## config.mk

```make
export PLATFORM = sky130hd
export DESIGN_NAME = div_unit
export DESIGN_NICKNAME = d
export VERILOG_FILES = /design/src/rtl/mips_pkg.sv /design/src/rtl/div_step.sv /design/src/rtl/div_unit.sv
export SDC_FILE = /design/constraint.sdc
export NUM_CORES = 1
export LEC_CHECK = 0
export BUFFER_PORTS_ARGS = -buffer_cell sky130_fd_sc_hd__buf_4
export CAP_MARGIN = 20
export CORE_ASPECT_RATIO = 1.2
export CORE_MARGIN = 5
export CORE_UTILIZATION = 35
export CTS_BUF_LIST = sky130_fd_sc_hd__clkbuf_8
export DETAILED_ROUTE_END_ITERATION = 10
export PLACE_DENSITY = 0.54
export SLEW_MARGIN = 10
export SYNTH_ARGS = -nofsm -noshare
export SYNTH_HDL_FRONTEND = slang
export SYNTH_SLANG_ARGS = --single-unit
```

## constraint.sdc

```tcl
create_clock -name clk -period 12.5 [get_ports clk]
set_input_delay 1.875 -clock clk [delete_from_list [all_inputs] [get_ports clk]]
set_output_delay 1.875 -clock clk [all_outputs]
set_load 0.005 [all_outputs]
```

## src/rtl/mips_pkg.sv

```systemverilog
// Shared MIPS32 execute-stage definitions: divider FSM states, HI/LO sizing and
// the SPECIAL funct codes EX decode uses to start the divider.
package mips_pkg;

  typedef enum logic [1:0] {
    StIdle,
    StDivZero,
    StBusy,
    StDone
  } div_state_t;

  localparam int unsigned DIV_CYCLES = 32;
  localparam int unsigned HILO_W     = 64;

  localparam logic [5:0] FUNCT_DIV  = 6'b011010;
  localparam logic [5:0] FUNCT_DIVU = 6'b011011;

endpackage

```

## src/rtl/div_step.sv

```systemverilog
// One radix-2 restoring division step on the {rem, quot} partial register.
module div_step #(
  parameter int unsigned WIDTH = 32
) (
  input  logic [2*WIDTH:0] partial,
  input  logic [WIDTH-1:0] divisor,
  output logic [2*WIDTH:0] partial_next
);

  logic [2*WIDTH:0] shifted;
  logic [WIDTH:0]   rem;
  logic [WIDTH:0]   diff;
  // The remainder always stays below the divisor, so the top bit is shifted out as zero.
  logic             unused_top;

  assign unused_top = partial[2*WIDTH];
  assign shifted    = {partial[2*WIDTH-1:0], 1'b0};
  assign rem        = shifted[2*WIDTH:WIDTH];
  assign diff       = rem - {1'b0, divisor};

  always_comb begin
    partial_next = shifted;
    if (rem >= {1'b0, divisor}) begin
      partial_next = {diff, shifted[WIDTH-1:1], 1'b1};
    end
  end

endmodule

```

## src/rtl/div_unit.sv

```systemverilog
// Iterative DIV/DIVU unit feeding HI/LO: 32 restoring steps on magnitudes,
// then sign fixup of quotient and remainder into a registered result.
module div_unit
  import mips_pkg::*;
#(
  parameter int unsigned WIDTH = 32
) (
  input  logic              clk,
  input  logic              rst_n,
  input  logic              start_i,
  input  logic              signed_div_i,
  input  logic [WIDTH-1:0]  opdata1_i,
  input  logic [WIDTH-1:0]  opdata2_i,
  input  logic              annul_i,
  output logic [HILO_W-1:0] result_o,
  output logic              ready_o
);

  localparam int unsigned CntW = $clog2(DIV_CYCLES);

  div_state_t        state_q;
  logic [CntW-1:0]   cnt_q;
  logic [2*WIDTH:0]  part_q;
  logic [2*WIDTH:0]  part_next;
  logic [WIDTH-1:0]  divisor_q;
  logic              neg_quot_q;
  logic              neg_rem_q;
  logic [HILO_W-1:0] result_q;
  logic              ready_q;

  logic [WIDTH-1:0]  abs_dividend;
  logic [WIDTH-1:0]  abs_divisor;
  logic [WIDTH-1:0]  quot_fix;
  logic [WIDTH-1:0]  rem_fix;

  div_step #(
    .WIDTH(WIDTH)
  ) u_div_step (
    .partial     (part_q),
    .divisor     (divisor_q),
    .partial_next(part_next)
  );

  always_comb begin
    abs_dividend = opdata1_i;
    abs_divisor  = opdata2_i;
    if (signed_div_i && opdata1_i[WIDTH-1]) abs_dividend = -opdata1_i;
    if (signed_div_i && opdata2_i[WIDTH-1]) abs_divisor = -opdata2_i;
    // Fixup uses the final step's output so the result lands with ready.
    quot_fix = part_next[WIDTH-1:0];
    rem_fix  = part_next[2*WIDTH-1:WIDTH];
    if (neg_quot_q) quot_fix = -part_next[WIDTH-1:0];
    if (neg_rem_q) rem_fix = -part_next[2*WIDTH-1:WIDTH];
  end

  always_ff @(posedge clk or negedge rst_n) begin
    if (!rst_n) begin
      state_q    <= StIdle;
      cnt_q      <= '0;
      part_q     <= '0;
      divisor_q  <= '0;
      neg_quot_q <= 1'b0;
      neg_rem_q  <= 1'b0;
      result_q   <= '0;
      ready_q    <= 1'b0;
    end else begin
      unique case (state_q)
        StIdle: begin
          if (start_i && !annul_i) begin
            neg_quot_q <= signed_div_i & (opdata1_i[WIDTH-1] ^ opdata2_i[WIDTH-1]);
            neg_rem_q  <= signed_div_i & opdata1_i[WIDTH-1];
            divisor_q  <= abs_divisor;
            part_q     <= {{(WIDTH + 1){1'b0}}, abs_dividend};
            cnt_q      <= '0;
            state_q    <= (opdata2_i == '0) ? StDivZero : StBusy;
          end
        end
        StDivZero: begin
          result_q <= '0;
          ready_q  <= 1'b1;
          state_q  <= StDone;
        end
        StBusy: begin
          if (annul_i || !start_i) begin
            cnt_q   <= '0;
            state_q <= StIdle;
          end else begin
            part_q <= part_next;
            cnt_q  <= cnt_q + CntW'(1);
            if (cnt_q == CntW'(DIV_CYCLES - 1)) begin
              result_q <= {rem_fix, quot_fix};
              ready_q  <= 1'b1;
              state_q  <= StDone;
            end
          end
        end
        StDone: begin
          if (annul_i || !start_i) begin
            result_q <= '0;
            ready_q  <= 1'b0;
            state_q  <= StIdle;
          end
        end
        default: state_q <= StIdle;
      endcase
    end
  end

  assign result_o = result_q;
  assign ready_o  = ready_q;

endmodule

```

==> results of run 1 <==
## cell usage after synthesis, types with 16 or more instances
master    count
inv_1        55
nand2_1     215
and3_1       17
a21oi_1     111
clkbuf_1     57
dfrtp_1     170
o21ai_0     172
nand3_1      25
o22ai_1      30
xnor2_1      69
nor3_1       22
nor2_1      104
o31ai_1      26
xor2_1       74
ha_1         38
a22o_1       16
mux2i_1      21
## flip-flops by register name, summed over array words and instances, names as in the netlist
register,flops
result_o,64
divisor_q,32
state_q,2
cnt_q,5
ready_o,1
neg_quot_q,1
neg_rem_q,1
part_q,64
## layer usage
metal  vias to the layer above  share of wire [%]  global-route usage [%]
met5                         -                  0                       0
met4                         0                2.3                    5.59
met3                        47                4.4                    3.52
met2                       243                 50                    33.3
met1                      5148                 44                    25.4
li1                       5280                  -                       -
## worst max path at each step
stage,startpoint,to
2_1_floorplan,part_q[45],result_o[54]
3_3_place_gp,part_q[41],result_o[62]
3_5_place_dp,part_q[41],result_o[62]
4_1_cts,part_q[41],result_o[62]
5_1_grt,part_q[41],result_o[62]
6_report,part_q[41],result_o[62]
## cells by family after synthesis
group	after synthesis	share of synthesized area (%)
adders and majority gates	39	4.15
buffers and inverters	140	5.44
DFF	170	35.6
and+or+nand+nor	469	18.1
xor gates and xnor gates	143	10.5
muxes	25	2.23
AOI/OAI and AO/OA	455	24.0
## per-stage QoR
step                hold WS (ns)  cell area, µm²
floorplan                  0.452           11900
global placement           0.468           13200
detailed placement         0.472           13200
CTS                        0.495           13500
global route               0.507           13600
finish                     0.487           13600
## worst max-delay path: stages, from the launching register on
cell and delay, ns:
dfrtp_1 0.46, ha_1 0.47, nand4_1 0.24, nor4_1 0.41, and4_1 0.24, o21ai_1 0.09, o211ai_4 0.09, buf_4 0.55
inv_4 0.38, mux2i_1 0.41, ha_1 0.29, nand2_1 0.09, nor2_1 0.18, nand4b_1 0.21, o31ai_4 0.35, o2111ai_1 0.27
o31ai_1 0.31, xor2_1 0.17, o21ai_1 0.07
## final cells by class
class	count	area, µm²	share of cell area (%)
Clock inverter	14	116	0.857
Tap cell	456	571	4.20
Multi-Input combinational cell	1131	7070	52.1
Inverter	58	220	1.62
Timing Repair Buffer	143	1090	8.07
Sequential cell	170	4250	31.3
Clock buffer	18	248	1.83
## report_power, final
group / internal (W) / switching (W)
registers: 0.000606 / 0.0000688
logic: 0.000195 / 0.000321
clock network: 0.000147 / 0.000233
==> impl_metrics.yaml, run 1 <==
status:
  status: "finished clean"
floorplanning:
  dieHeight_um: 212
  die_x_um: 179
  start_util_pct: 35.3
  coreArea_um2: 33900
  ios: 134
  die_area_um2: 38000
  rows: 74
timing:
  final-max-slew-violation-count: 0
  rsz0062_at_grt: "no"
  slew_headroom_pct: 29.3
  min_period_ns: 5.41
  clock_skew_ns: 0.0200
  setup_viol: 0
  max_freq_mhz: 185
  hold_viol_final: 0
  worstMarginPinSlew_ns: 1.05
  finalCritPeriodShare_pct: 43.3
  setup_tns_ns: 0
  layout_setup_ws_ns: 7.09
synthesis:
  synth_cell_types: 93
  synth_warnings: 0
  synth_enable_flop_cells: 0
  ys_ff_latch: 170
  synth_top_cell_by_area: "dfrtp_1"
  synthesis.instances: 1441
  synth_area_leaders: "dfrtp_1 (36%), o21ai_0 (7.2%), nand2_1 (6.8%)"
  synth.avg_cell_area_um2: 8.29
  syn_nets: 1549
  ys_seq_area_share_pct: 35.6
  ys.flop_type: "dfrtp_1"
  synth_area_um2: 11900
  synth_top_area_share_pct: 35.6
  synthArstFlopShare_pct: 100
worst_hold_path:
  hold_start: "result_o[61]"
  whs_endpoint: "result_o[61]"
  hold_depth: 2
  hp-class: "reg2reg"
drt:
  routed_via_density: 5.39
  remaining_drc_errors: 0
  drtPass1Iterations: 5
  first_iter_violations: 736
  vias: 10700
  wl_per_cell_um: 18.6
  drtAntennaViolNets: 0
  wl_um: 37000
clocking:
  clock-sinks: 170
  cts_buffers: 17
  clkTransAtPathRegs_ns: 0.10
  cts_hold_buf: 0
  cts_tree: "built"
  cts-root-buf: "clkbuf_8"
  cts-resized-gates: 0
  cts_htree_levels: 4
  insertion_delay_ns: 0.48
  cts.path.max_buffers: 2
  post_cts_buffers: 0
worst_setup_path:
  end_kind: "flop"
  worstRegToRegCells: 18
  critPathLaunchType: "flop"
  worst-endpoint-required_ns: 12.85
  rrSetupSlack_ns: 7.09
  r2r-end: "result_o[62]"
  crit_type: "reg2reg"
  path_max_fanout: 50
  cp.arrival_ns: 5.77
  reg2reg_from: "part_q[41]"
global_route:
  grt_pass1_vias: 10600
  grt_first_pass_wirelength_um: 58800
  grt_max_degree: 102
  grt_use_total_pct: 19.5
  antenna_found_initial: 0
  grt_overflow: 0
place:
  gp_congestion: 0.931
  io_buffers: 133
  hpwl_um: 28100
  dp.cells: 1957
  dp_slack_ns: 7.08
pwr:
  p_leak_nw: 6.04
  p_per_area_nw_per_um2: 116
  peakVddDrop_mv: 0.0556
  p_total_w: 0.00157
finish:
  utilization_pct: 40.0
  fin_cells: 1990
  drive_gt1_share_pct: 14.6
  fillers: 3530
  layout_common_cells: "nand2_1 (214), o21ai_0 (172), dfrtp_1 (170)"
  areaGrowthSynthToFinish_pct: 13.6
  antenna_cells: 0
  layout_commonest_cell: "nand2_1"
  nNetsFinal: 1629
run:
  maxCapViolCount: 0
Note: power is estimated with default switching activity, not from simulation.
==> inputs of run 2 (changes only) <==
--- a/config.mk
+++ b/config.mk
@@ -12,7 +12,7 @@
 export CORE_UTILIZATION = 35
 export CTS_BUF_LIST = sky130_fd_sc_hd__clkbuf_8
 export DETAILED_ROUTE_END_ITERATION = 10
-export PLACE_DENSITY = 0.54
+export PLACE_DENSITY = 0.56
 export SLEW_MARGIN = 10
 export SYNTH_ARGS = -nofsm -noshare
 export SYNTH_HDL_FRONTEND = slang
==> constraint.sdc (replaced) <==
create_clock -name clk -period 4.55 [get_ports clk]
set_input_delay 0.6825 -clock clk [delete_from_list [all_inputs] [get_ports clk]]
set_output_delay 0.6825 -clock clk [all_outputs]
set_load 0.005 [all_outputs]
==> run 2 against run 1 <==
- clock power grew to 2.9 times the previous value
- worst setup slack worse by 6.9 ns
- sequential power grew to 2.7 times the previous value
- maximum frequency is 25% higher
- final cell count is 1.1% higher
- critical path type unchanged
- worst hold slack worse by 0.25 ns
- sequential share of layout area is 0.63 points lower
- non-clock buffer count is 21 higher
==> impl_metrics.yaml, run 2 (synthesis results as in run 1) <==
drt:
  vias: 10900
  drtAntennaViolNets: 0
  first_iter_violations: 741
  drtPass1Iterations: 5
  remaining_drc_errors: 0
  wl_um: 37500
  wl_per_cell_um: 18.7
  routed_via_density: 5.40
worst_setup_path:
  critPathLaunchType: "flop"
  cp_slowest_cell: "o41ai_2"
  worst-endpoint-required_ns: 4.91
  rrSetupSlack_ns: 0.22
  end_kind: "flop"
  worstPathCellList: "ha_1 > and2_1 > nand2_1 > nor4_4 > a211oi_4 > o211ai_4 > buf_12 > mux2_2 > a311oi_4 > nand4_2 > o41ai_2 > xnor2_1 > o21ai_1"
  path_max_fanout: 46
  cp.arrival_ns: 4.70
  slowest_delay_ns: 0.48
  crit_type: "reg2reg"
global_route:
  grt_overflow: 0
  grt_use_total_pct: 19.9
  grt_max_degree: 82
  antenna_found_initial: 0
  grt_pass1_vias: 10800
  grt_first_pass_wirelength_um: 60000
floorplanning:
  start_util_pct: 35.3
  dieHeight_um: 212
  die_area_um2: 38000
  ios: 134
  die_x_um: 179
  coreArea_um2: 33900
  rows: 74
timing:
  final-max-slew-violation-count: 0
  hold_viol_final: 0
  layout_setup_ws_ns: 0.216
  setup_viol: 0
  holdWs_ns: 0.237
  finalCritPeriodShare_pct: 95.2
  max_freq_mhz: 231
  worstMarginPinSlew_ns: 1.01
  slew_headroom_pct: 32.3
  min_period_ns: 4.33
  rsz0062_at_grt: "no"
  clock_skew_ns: 0.0272
  setup_tns_ns: 0
clocking:
  cts_tree: "built"
  clock-sinks: 170
  cts.path.max_buffers: 2
  cts_htree_levels: 4
  post_cts_buffers: 0
  cts_buffers: 17
  insertion_delay_ns: 0.50
  cts-root-buf: "clkbuf_8"
  clkTransAtPathRegs_ns: 0.11
run:
  maxCapViolCount: 0
finish:
  areaGrowthSynthToFinish_pct: 15.9
  layout_commonest_cell: "nand2_1"
  nNetsFinal: 1650
  fin_cells: 2011
  layout_common_cells: "nand2_1 (214), o21ai_0 (172), dfrtp_1 (170)"
  drive_gt1_share_pct: 16.3
  antenna_cells: 0
place:
  io_buffers: 133
  hpwl_um: 28400
  gp_congestion: 0.924
  dp.cells: 1979
  dp_slack_ns: 0.0505
worst_hold_path:
  hp-class: "in2async"
pwr:
  p_leak_nw: 6.19
  peakVddDrop_mv: 0.223
  p_per_area_nw_per_um2: 320
status:
  status: "finished clean"
## run 2: cell types whose count changed in the layout (fill, tap and decap cells not counted), sizes merged
| cell | before | now |
|---|---|---|
| buf | 142 | 164 |
| clkinv | 6 | 3 |
| clkbuf | 19 | 17 |
| inv | 63 | 67 |
| clkinvlp | 3 | 2 |
| bufinv | 0 | 1 |
## run 2: layout make-up
class	instances	area (µm²)
multi-input combinational	1131	7130
clock buffer	17	234
inverter	58	220
sequential	170	4250
fill	3526	20000
clock inverter	15	151
timing repair buffer	164	1290
tap	456	571
## run 2: path summary, 6_finish.rpt
check,startpoint,end,depth (start not counted)
max,part_q[45],result_o[63],13
min,rst_n,result_o[6],1
max reg2reg,part_q[45],result_o[63],13
min reg2reg,result_o[29],result_o[29],2
max in group asynchronous,rst_n,part_q[51],2
min in group clk,opdata2_i[31],divisor_q[31],3
## run 2: where the power goes
group | switching, W | total, W | internal, W | leakage [nW]
Clock | 0.000669 | 0.00112 | 0.000454 | 0.193
Sequential | 0.000190 | 0.00185 | 0.00166 | 2.22
Combinational | 0.000897 | 0.00146 | 0.000566 | 3.78
## run 2: metal layers
metal  wire (µm)  track usage (%)
met5           0                0
met4         806             6.01
met3        2480             4.71
met2       18400             33.7
met1       15900             25.2
## run 2: repair_timing
action | in CTS | in global routing
hold buffers | 0 | 0
resized for setup | 0 | 10
endpoints found under the setup margin | 0 | 6
## run 2: metrics by stage
step	utilization [%]	total power (W)	cell area (µm²)
2_1_floorplan	-	0.00286	11900
3_3_place_gp	39.5	0.00332	13400
3_5_place_dp	39.6	0.00334	13400
4_1_cts	40.7	0.00447	13800
5_1_grt	40.9	0.00473	13800
6_report	40.9	0.00444	13800
## run 2: worst max-delay path, delay by kind of cell, from the launching register on
| family | cells | cell delay [ns] |
|---|---|---|
| buffers and inverters | 1 | 0.32 |
| AND/OR/NAND/NOR | 4 | 0.92 |
| AO/OA/AOI/OAI | 5 | 1.40 |
| adder cells (fa/ha/maj) | 1 | 0.40 |
| XOR/XNOR | 1 | 0.22 |
| multiplexers | 1 | 0.47 |
| flip-flops | 1 | 0.45 |
